<file path="src/rtl/pong_pkg.sv">
// pong_pkg: shared types and helpers for the Ping-Pong game objects.
//   dir_t     - per-frame movement decision (PUT = stay/stop, DEC, INC)
//   pstate_t  - paddle motion state
//   clamp_pos - limits a signed 13-bit coordinate to [lo, hi] and returns it as 12 bits
package pong_pkg;
  typedef enum logic [1:0] {PUT, DEC, INC} dir_t;
  typedef enum logic {IDLE, RUN} pstate_t;
  function automatic logic [11:0] clamp_pos(
    input logic signed [12:0] v,
    input logic signed [12:0] lo,
    input logic signed [12:0] hi
  );
    return v < lo ? lo[11:0] : v > hi ? hi[11:0] : v[11:0];
  endfunction
endpackage

</file>
<file path="src/rtl/paddle_axis_if.sv">
// paddle_axis_if: video-timing, button and render/position bundle of one paddle.
//   master: drives fsync, hpos, vpos, inc, dec; receives pixel, active, pos, at_min, at_max
//   slave : the paddle itself
interface paddle_axis_if;
  logic              fsync;
  logic signed [11:0] hpos;
  logic signed [11:0] vpos;
  logic              inc;
  logic              dec;
  logic [7:0]        pixel [0:2];
  logic              active;
  logic [11:0]       pos;
  logic              at_min;
  logic              at_max;
  modport master(output fsync, hpos, vpos, inc, dec, input pixel, active, pos, at_min, at_max);
  modport slave(input fsync, hpos, vpos, inc, dec, output pixel, active, pos, at_min, at_max);
endinterface

</file>
<file path="src/rtl/paddle_axis_sync_3ff.sv">
// sync_3ff: 1-bit three-flop synchroniser with asynchronous active-high reset.
//   clk, rst : clock and reset
//   d_i      : asynchronous input
//   q_o      : synchronised output, three clk edges after d_i
module sync_3ff (
  input  logic clk,
  input  logic rst,
  input  logic d_i,
  output logic q_o
);
  logic [2:0] sr_q;
  always_ff @(posedge clk or posedge rst) begin
    if (rst) sr_q <= '0;
    else     sr_q <= {sr_q[1:0], d_i};
  end
  assign q_o = sr_q[2];
endmodule

</file>
<file path="src/rtl/paddle_axis.sv">
// paddle_axis: one player's paddle; moves along AXIS once per frame with
// acceleration and edge clamping, and renders itself from hpos/vpos.
//   pixel_clk, rst : clock, asynchronous active-high reset
//   bus (slave)    : fsync/hpos/vpos/inc/dec in; pixel/active/pos/at_min/at_max out
module paddle_axis
  import pong_pkg::*;
#(
  parameter int          HRES         = 1280,
  parameter int          VRES         = 720,
  parameter int          AXIS         = 0,
  parameter int          PADDLE_LEN   = 200,
  parameter int          PADDLE_THK   = 20,
  parameter int          FIXED_POS    = 0,
  parameter logic [23:0] COLOR        = 24'hEFE62E,
  parameter int          SPEED_MIN    = 1,
  parameter int          SPEED_MAX    = 8,
  parameter int          ACCEL_FRAMES = 4
) (
  input logic          pixel_clk,
  input logic          rst,
  paddle_axis_if.slave bus
);
  localparam int LIMIT = AXIS == 0 ? HRES : VRES;
  localparam int POS_MAX = LIMIT - PADDLE_LEN;
  localparam logic [11:0] POS_RST = 12'(POS_MAX / 2);
  localparam logic [11:0] PMAX12 = 12'(POS_MAX);
  localparam logic signed [12:0] PMAX13 = 13'(POS_MAX);
  localparam logic [11:0] SMIN = 12'(SPEED_MIN);
  localparam logic [11:0] SMAX = 12'(SPEED_MAX);
  localparam logic [7:0] HOLD_LAST = 8'(ACCEL_FRAMES - 1);
  localparam logic signed [13:0] LEN_M1 = 14'(PADDLE_LEN - 1);
  localparam logic signed [13:0] F_LO = 14'(FIXED_POS);
  localparam logic signed [13:0] F_HI = 14'(FIXED_POS + PADDLE_THK - 1);
  if (PADDLE_LEN > LIMIT) begin : g_len_chk
    $error("paddle_axis: PADDLE_LEN larger than screen axis");
  end
  if (SPEED_MIN > SPEED_MAX) begin : g_spd_chk
    $error("paddle_axis: SPEED_MIN above SPEED_MAX");
  end
  if (ACCEL_FRAMES < 1) begin : g_acc_chk
    $error("paddle_axis: ACCEL_FRAMES must be at least 1");
  end
  logic inc_s, dec_s;
  sync_3ff u_sync_inc (.clk(pixel_clk), .rst(rst), .d_i(bus.inc), .q_o(inc_s));
  sync_3ff u_sync_dec (.clk(pixel_clk), .rst(rst), .d_i(bus.dec), .q_o(dec_s));
  logic req_inc_q, req_dec_q;
  // The fsync-cycle sample restarts the latch, so it belongs to the next frame.
  always_ff @(posedge pixel_clk or posedge rst) begin
    if (rst) begin
      req_inc_q <= 1'b0;
      req_dec_q <= 1'b0;
    end else begin
      req_inc_q <= inc_s | (req_inc_q & ~bus.fsync);
      req_dec_q <= dec_s | (req_dec_q & ~bus.fsync);
    end
  end
  pstate_t state_q;
  dir_t last_q, dir;
  logic [11:0] pos_q, pos_d, speed_q, speed_d, spd_base;
  logic [7:0] hold_q, hold_d, hold_base;
  logic at_min_q, at_max_q, same, wrap, clamped;
  logic signed [12:0] p13, s13, nxt;
  // A move continuing the previous direction counts toward acceleration;
  // anything else restarts from SPEED_MIN with the current move as the first.
  always_comb begin
    dir = req_inc_q == req_dec_q ? PUT : req_inc_q ? INC : DEC;
    same = state_q == RUN && dir == last_q;
    spd_base = same ? speed_q : SMIN;
    hold_base = same ? hold_q : 8'd0;
    p13 = {1'b0, pos_q};
    s13 = {1'b0, spd_base};
    nxt = dir == INC ? p13 + s13 : p13 - s13;
    clamped = dir != PUT && (nxt < 13'sd0 || nxt > PMAX13);
    pos_d = dir == PUT ? pos_q : clamp_pos(nxt, 13'sd0, PMAX13);
    wrap = hold_base == HOLD_LAST;
    hold_d = wrap ? 8'd0 : hold_base + 8'd1;
    speed_d = wrap && spd_base < SMAX ? spd_base + 12'd1 : spd_base;
  end
  always_ff @(posedge pixel_clk or posedge rst) begin
    if (rst) begin
      state_q  <= IDLE;
      last_q   <= PUT;
      pos_q    <= POS_RST;
      speed_q  <= SMIN;
      hold_q   <= 8'd0;
      at_min_q <= 1'b0;
      at_max_q <= 1'b0;
    end else if (bus.fsync) begin
      pos_q    <= pos_d;
      at_min_q <= pos_d == 12'd0;
      at_max_q <= pos_d == PMAX12;
      if (dir == PUT || clamped) begin
        state_q <= IDLE;
        speed_q <= SMIN;
        hold_q  <= 8'd0;
      end else begin
        state_q <= RUN;
        last_q  <= dir;
        speed_q <= speed_d;
        hold_q  <= hold_d;
      end
    end
  end
  logic signed [13:0] m, f, p;
  logic act;
  always_comb begin
    m = AXIS == 0 ? 14'(bus.hpos) : 14'(bus.vpos);
    f = AXIS == 0 ? 14'(bus.vpos) : 14'(bus.hpos);
    p = {2'b00, pos_q};
    act = m >= p && m <= p + LEN_M1 && f >= F_LO && f <= F_HI;
  end
  assign bus.active   = act;
  assign bus.pixel[0] = act ? COLOR[7:0] : 8'h00;
  assign bus.pixel[1] = act ? COLOR[15:8] : 8'h00;
  assign bus.pixel[2] = act ? COLOR[23:16] : 8'h00;
  assign bus.pos      = pos_q;
  assign bus.at_min   = at_min_q;
  assign bus.at_max   = at_max_q;
endmodule

</file>
<file path="src/flat_wrapper.sv">
// flat-port wrapper written by rule: the top's interface ports become plain ports
module paddle_axis_flat import pong_pkg::*;
#(
  parameter int          HRES         = 1280,
  parameter int          VRES         = 720,
  parameter int          AXIS         = 0,
  parameter int          PADDLE_LEN   = 200,
  parameter int          PADDLE_THK   = 20,
  parameter int          FIXED_POS    = 0,
  parameter logic [23:0] COLOR        = 24'hEFE62E,
  parameter int          SPEED_MIN    = 1,
  parameter int          SPEED_MAX    = 8,
  parameter int          ACCEL_FRAMES = 4
)
  (pixel_clk, rst, bus_fsync, bus_hpos, bus_vpos, bus_inc, bus_dec, bus_pixel, bus_active, bus_pos, bus_at_min, bus_at_max);
  paddle_axis_if bus_i ();
  input logic pixel_clk;
  input logic rst;
  input wire logic [$bits(bus_i.fsync)-1:0] bus_fsync;
  input wire logic [$bits(bus_i.hpos)-1:0] bus_hpos;
  input wire logic [$bits(bus_i.vpos)-1:0] bus_vpos;
  input wire logic [$bits(bus_i.inc)-1:0] bus_inc;
  input wire logic [$bits(bus_i.dec)-1:0] bus_dec;
  output wire logic [$bits(bus_i.pixel)-1:0] bus_pixel;
  output wire logic [$bits(bus_i.active)-1:0] bus_active;
  output wire logic [$bits(bus_i.pos)-1:0] bus_pos;
  output wire logic [$bits(bus_i.at_min)-1:0] bus_at_min;
  output wire logic [$bits(bus_i.at_max)-1:0] bus_at_max;
  assign bus_i.fsync = bus_fsync;
  assign bus_i.hpos = bus_hpos;
  assign bus_i.vpos = bus_vpos;
  assign bus_i.inc = bus_inc;
  assign bus_i.dec = bus_dec;
  assign bus_pixel = {>>{bus_i.pixel}};
  assign bus_active = bus_i.active;
  assign bus_pos = bus_i.pos;
  assign bus_at_min = bus_i.at_min;
  assign bus_at_max = bus_i.at_max;
  paddle_axis #(.HRES(HRES), .VRES(VRES), .AXIS(AXIS), .PADDLE_LEN(PADDLE_LEN), .PADDLE_THK(PADDLE_THK), .FIXED_POS(FIXED_POS), .COLOR(COLOR), .SPEED_MIN(SPEED_MIN), .SPEED_MAX(SPEED_MAX), .ACCEL_FRAMES(ACCEL_FRAMES)) u_core (.pixel_clk(pixel_clk), .rst(rst), .bus(bus_i));
endmodule
</file>
<file path="config.mk">
export PLATFORM = sky130hd
export DESIGN_NAME = paddle_axis_flat
export DESIGN_NICKNAME = d
export VERILOG_FILES = /design/src/rtl/pong_pkg.sv /design/src/rtl/paddle_axis_if.sv /design/src/rtl/paddle_axis_sync_3ff.sv /design/src/rtl/paddle_axis.sv /design/src/flat_wrapper.sv
export SDC_FILE = /design/constraint.sdc
export NUM_CORES = 1
export LEC_CHECK = 0
export ABC_CLOCK_PERIOD_IN_PS = 6200
export BUFFER_PORTS_ARGS = -buffer_cell sky130_fd_sc_hd__buf_2
export CAP_MARGIN = 20
export CORE_MARGIN = 2
export CORE_UTILIZATION = 55
export DETAILED_ROUTE_END_ITERATION = 7
export PLACE_DENSITY = 0.78
export SLEW_MARGIN = 20
export SYNTH_ARGS = -nofsm -noshare
export SYNTH_HDL_FRONTEND = slang
export SYNTH_HIERARCHICAL = 1
export SYNTH_SLANG_ARGS = --single-unit
</file>
<file path="constraint.sdc">
create_clock -name pixel_clk -period 6.2 [get_ports pixel_clk]
set_input_delay 0.62 -clock pixel_clk [delete_from_list [all_inputs] [get_ports pixel_clk]]
set_output_delay 0.62 -clock pixel_clk [all_outputs]
set_load 0.02 [all_outputs]
</file>
==> flow_summary.json, run 1 <==
{
  "layout_min_cycle_time_ns": 5.316,
  "grt_pass1_vias": 3465,
  "cap_violations": 0,
  "max_freq_mhz": 188.1,
  "holdCritPathClass": "input pin to async pin",
  "syn_avg_cell_area_um2": 8.758,
  "final_cell_mix": "buf_2, ha_1, dfrtp_1",
  "worst_slew_pin_slew_ns": 0.9814,
  "cts_setup_buffers": 0,
  "use_met2_pct": 40.13,
  "final_common_cell": "buf_2",
  "n_antenna_cell": 0,
  "synth-edff-count": 0,
  "ir_worst_vdd_uv": 235.9,
  "startpoint": "u_core/req_inc_q",
  "drtIter0Drc": 324,
  "critPathKind": "flop to flop",
  "core_um2": 7607,
  "htree_levels": 2,
  "wl_mm": 9.931,
  "dr.pass1.iters": 5,
  "clk_latency_ns": 0.31,
  "synth_top_flop_cell": "dfrtp_1",
  "ys_seq_elements": 45,
  "post-dp-hpwl_mm": 7.615,
  "grt_usage_pct": 23.81,
  "ys_warn_count": 6,
  "start_util_pct": 55.84,
  "end_kind": "flop",
  "ctsRootBufferMaster": "clkbuf_8",
  "io_pins": 68,
  "cts-hold-fix-buffers": 0,
  "grt_max_degree": 40,
  "leakagePower_nw": 2.142,
  "outcome": "finished, final reports clean",
  "dieArea_um2": 8442,
  "hold_violations": 0,
  "overflow": 0,
  "cts.clk_slew.worst_paths_ns": 0.10,
  "final_nets": 598,
  "rows": 32,
  "drive_above_1_share_pct": 20.99,
  "dieWidth_um": 91.88,
  "setup_tns_ns": 0,
  "top_usage_layer": "met2",
  "setup_viol_count_final": 0,
  "cts_sinks": 45,
  "num_vias": 3674,
  "post-place-ws_ns": 0.9949,
  "drtAntennaViolNets": 0,
  "drc": 0,
  "stdcell_area_um2": 4567,
  "post_drt_via_cell_ratio": 5.869,
  "syn_inst": 485,
  "crit_fanout": 19,
  "synth.distinct_cells": 73,
  "place_congestion": 0.9656,
  "placedCellCount": 618,
  "dpl_cell_area_um2": 4443,
  "antenna_found_initial": 0,
  "rsz0062_at_grt": "false",
  "fp.dieH_um": 91.88,
  "maxSlewViolCount": 0,
  "crit_required_ns": 6.40,
  "reg2regPathDepth": 20,
  "max_slew_margin_pct": 34.33,
  "worstPathArrival_ns": 5.51,
  "met3_usage_pct": 2.629,
  "cts_tree": "done",
  "grt_pass1_wl_mm": 16.48,
  "area_growth_syn_to_layout_pct": 7.511,
  "synth-seq-area-share_pct": 26.66,
  "fin_skew_ns": 0.009609,
  "timing.reg2reg.setup_slack_ns": 0.88,
  "syn_area_um2": 4248,
  "wl_per_cell_um": 15.86,
  "clockBufferDepth": 2,
  "port_buffers": 57,
  "cp-start-kind": "flop",
  "async_reset_ff_share_pct": 100.0,
  "cts-resized-gates": 0,
  "post-route-period-util_pct": 85.74,
  "p_per_area_nw_per_um2": 424.4,
  "gr-usage-met1_pct": 33.68,
  "cts-buffers-inserted": 5,
  "r2r-start": "u_core/req_inc_q",
  "r2r-end": "u_core/last_q[1]",
  "layoutNonFillerInstCount": 626,
  "fin_ws_ns": 0.8840
}
-- Yosys cell counts, types with 5 or more instances --
cell / number / share of area, %
a21o_1: 11 / 1.9
a21oi_1: 31 / 3.7
a31oi_1: 7 / 1.0
buf_4: 24 / 4.2
clkbuf_1: 7 / 0.62
dfrtp_1: 40 / 24
dfstp_2: 5 / 3.1
ha_1: 45 / 13
inv_1: 35 / 3.1
nand2_1: 34 / 3.0
nand3_1: 12 / 1.4
nand4_1: 9 / 1.3
nor2_1: 37 / 3.3
nor2b_1: 15 / 2.2
nor3_1: 6 / 0.71
nor4_1: 5 / 0.74
o211ai_1: 5 / 0.88
o21a_1: 9 / 1.6
o21ai_0: 27 / 3.2
o22ai_2: 8 / 2.4
xnor2_1: 22 / 4.5
xor2_1: 6 / 1.2
-- per-layer routing --
metal	wire length, um	up-vias
met5	0	-
li1	-	1795
met4	95	0
met1	4650	1765
met3	450	13
met2	4734	101
-- cell families (layout without fill, tap and decap cells) --
family	after synthesis	count (layout)	share of synthesized area (%)
AND/OR/NAND/NOR	150	150	19.74
adder cells (fa/ha/maj)	46	46	13.73
flip-flops	45	45	26.66
other	1	8	0.08828
AO/OA/AOI/OAI	137	137	22.68
multiplexers	7	7	1.973
buffers and inverters	71	103	9.367
XOR/XNOR	28	28	5.773
-- state kept, by name, indices dropped and copies added (netlist names) --
signal,flops
u_core/bus.pos,12
u_core/speed_q,12
u_core/hold_q,8
u_core/u_sync_dec/sr_q,3
u_core/u_sync_inc/sr_q,3
u_core/last_q,2
u_core/bus.at_max,1
u_core/bus.at_min,1
u_core/req_dec_q,1
u_core/req_inc_q,1
u_core/state_q,1
-- cell type report --
class	instances	area, um^2
clock inverter	3	50.05
fill	675	3040
multi-input combinational	376	2749
clock buffer	5	68.82
timing repair buffer	60	307.8
inverter	35	131.4
sequential	45	1132
tap	102	127.6
-- metrics by stage --
step                      total power [mW]  hold WS, ns  utilization, %
after floorplan                      1.485       0.3312               -
after global placement               1.634       0.3399           58.40
after CTS                            1.921       0.1826           59.97
after detailed placement             1.675       0.3386           58.40
after global routing                 2.096       0.1890           60.03
final                                1.938       0.1828           60.03
-- worst max-delay path by stage --
stage	to	slack, ns	depth (start not counted)
final	u_core/last_q[1]	0.88	20
after global routing	u_core/last_q[1]	0.60	20
after CTS	u_core/last_q[1]	0.96	20
after detailed placement	u_core/last_q[1]	0.99	20
after global placement	u_core/last_q[0]	1.16	20
after floorplan	u_core/last_q[1]	1.69	20
-- critical path, stage by stage, from the launching register on --
cell and delay (ns):
dfrtp_1 0.39, inv_1 0.06, ha_1 0.21, xnor2_1 0.25, and3_1 0.19, buf_4 0.23, nand2_1 0.13, ha_1 0.29
nor2_1 0.32, nor2_1 0.07, o21ai_0 0.08, o21ai_0 0.10, a31oi_1 0.23, ha_1 0.37, a21oi_1 0.22, o221a_1 0.31
mux2_2 0.36, or4_4 0.53, nand4_4 0.20, nand3b_4 0.28, mux2_4 0.38
-- power by group --
| group | switching, mW | leakage (nW) | internal [mW] |
|---|---|---|---|
| registers | 0.0641 | 0.585 | 0.348 |
| clock network | 0.112 | 0.0603 | 0.124 |
| logic | 0.760 | 1.50 | 0.530 |
(Power assumes the default switching activity.)
==> inputs of run 2 (changes only) <==
Settings changed: CORE_UTILIZATION 55 to 58, PLACE_DENSITY 0.78 to 0.82.
==> flow_summary.json, run 2 (synthesized netlist as in run 1, its figures left out) <==
{
  "cts_setup_buffers": 0,
  "drtAntennaViolNets": 0,
  "cp-start-kind": "flop",
  "route.met3.wl_um": 550,
  "post-route-util_pct": 63.59,
  "reg2regPathDepth": 19,
  "cts-hold-fix-buffers": 0,
  "final_common_cell": "buf_2",
  "htree_levels": 2,
  "critPathKind": "flop to flop",
  "area_growth_syn_to_layout_pct": 7.423,
  "leakagePower_nw": 2.142,
  "rsz0062_at_grt": "false",
  "post_drt_via_cell_ratio": 6.050,
  "hold_violations": 0,
  "max_freq_mhz": 194.9,
  "fin_skew_ns": 0.009198,
  "total_power_mw": 1.945,
  "met2_length_mm": 4.802,
  "final_cell_mix": "buf_2, ha_1, dfrtp_1",
  "fin_ws_ns": 1.068,
  "io_pins": 68,
  "core_um2": 7176,
  "dieArea_um2": 8025,
  "num_vias": 3769,
  "drtIter0Drc": 285,
  "worstPathArrival_ns": 5.33,
  "grt_usage_pct": 25.80,
  "holdWs_ns": 0.1828,
  "crit_required_ns": 6.39,
  "cts_sinks": 45,
  "max_slew_margin_pct": 32.09,
  "crit_fanout": 13,
  "ctsRootBufferMaster": "clkbuf_8",
  "dpl_cell_area_um2": 4439,
  "layoutNonFillerInstCount": 623,
  "n_antenna_cell": 0,
  "layout_min_cycle_time_ns": 5.132,
  "dr.pass1.iters": 5,
  "wl_per_cell_um": 15.93,
  "post-route-period-util_pct": 82.77,
  "holdCritPathClass": "input pin to async pin",
  "outcome": "finished, final reports clean",
  "clk_latency_ns": 0.31,
  "cts-buffers-inserted": 5,
  "start_util_pct": 59.20,
  "top_layer_used": "met4",
  "dieWidth_um": 89.58,
  "cap_violations": 0,
  "post-place-ws_ns": 1.199,
  "drc": 0,
  "drive_above_1_share_pct": 20.99,
  "post-dp-hpwl_mm": 7.667,
  "place_congestion": 0.9921,
  "placedCellCount": 615,
  "cts_tree": "done",
  "rows": 31,
  "fp.dieH_um": 89.58,
  "cts-resized-gates": 0,
  "worst_slew_pin_slew_ns": 1.015,
  "grt_max_degree": 40,
  "setup_viol_count_final": 0,
  "end_kind": "flop",
  "wl_met1_mm": 4.376,
  "p_per_area_nw_per_um2": 426.2,
  "setup_tns_ns": 0,
  "antenna_found_initial": 0,
  "clockBufferDepth": 2,
  "ir_worst_vdd_uv": 216.6,
  "stdcell_area_um2": 4563,
  "final_nets": 598,
  "wl_mm": 9.924,
  "cts.clk_slew.worst_paths_ns": 0.09,
  "grt_pass1_vias": 3454,
  "grt_pass1_wl_mm": 16.27,
  "overflow": 0,
  "maxSlewViolCount": 0,
  "port_buffers": 57
}
==> run 2: cell type report <==
cell class	count	area, um^2
Multi-Input combinational cell	376	2749
Inverter	35	131.4
Clock buffer	5	68.82
Timing Repair Buffer	60	307.8
Fill cell	592	2613
Sequential cell	45	1132
Clock inverter	3	50.05
Tap cell	99	123.9
==> run 2: worst max-delay path: stages, from the launching register on <==
cell      delay, ns
dfrtp_1        0.39
inv_1          0.05
ha_1           0.22
xnor2_1        0.23
nand3_2        0.28
nor2_1         0.33
ha_1           0.31
nor2_1         0.13
nor2_1         0.10
o21ai_0        0.08
o21ai_0        0.09
a31oi_1        0.08
ha_1           0.41
a21oi_1        0.23
o221a_1        0.32
mux2_2         0.37
or4_4          0.53
nand4_4        0.20
nand3b_4       0.28
mux2_4         0.39
==> run 2: path summary, 6_finish.rpt <==
| check | slack [ns] | startpoint | end |
|---|---|---|---|
| worst max-delay path | 1.07 | u_core/req_inc_q | u_core/last_q[1] |
| worst min-delay path | 0.18 | rst | u_core/u_sync_dec/sr_q[0] |
| worst max register to register | 1.07 | u_core/req_inc_q | u_core/last_q[1] |
| worst min register to register | 0.36 | u_core/u_sync_inc/sr_q[0] | u_core/u_sync_inc/sr_q[1] |
| max in group asynchronous | 5.39 | rst | u_core/bus.pos[9] |
| min in group pixel_clk | 0.36 | u_core/u_sync_inc/sr_q[0] | u_core/u_sync_inc/sr_q[1] |
==> run 2: power by group <==
| group | internal (mW) | leakage (nW) | switching [mW] |
|---|---|---|---|
| clock | 0.124 | 0.0603 | 0.114 |
| combinational | 0.529 | 1.50 | 0.765 |
| sequential | 0.348 | 0.585 | 0.0658 |
| total | 1.00 | 2.14 | 0.944 |
==> run 2: metal layers <==
layer / track usage, % / up-vias
met2: 40.98 / 141
met4: 7.870 / 0
li1: - / 1799
met3: 3.473 / 26
met1: 36.69 / 1803
met5: 0 / -
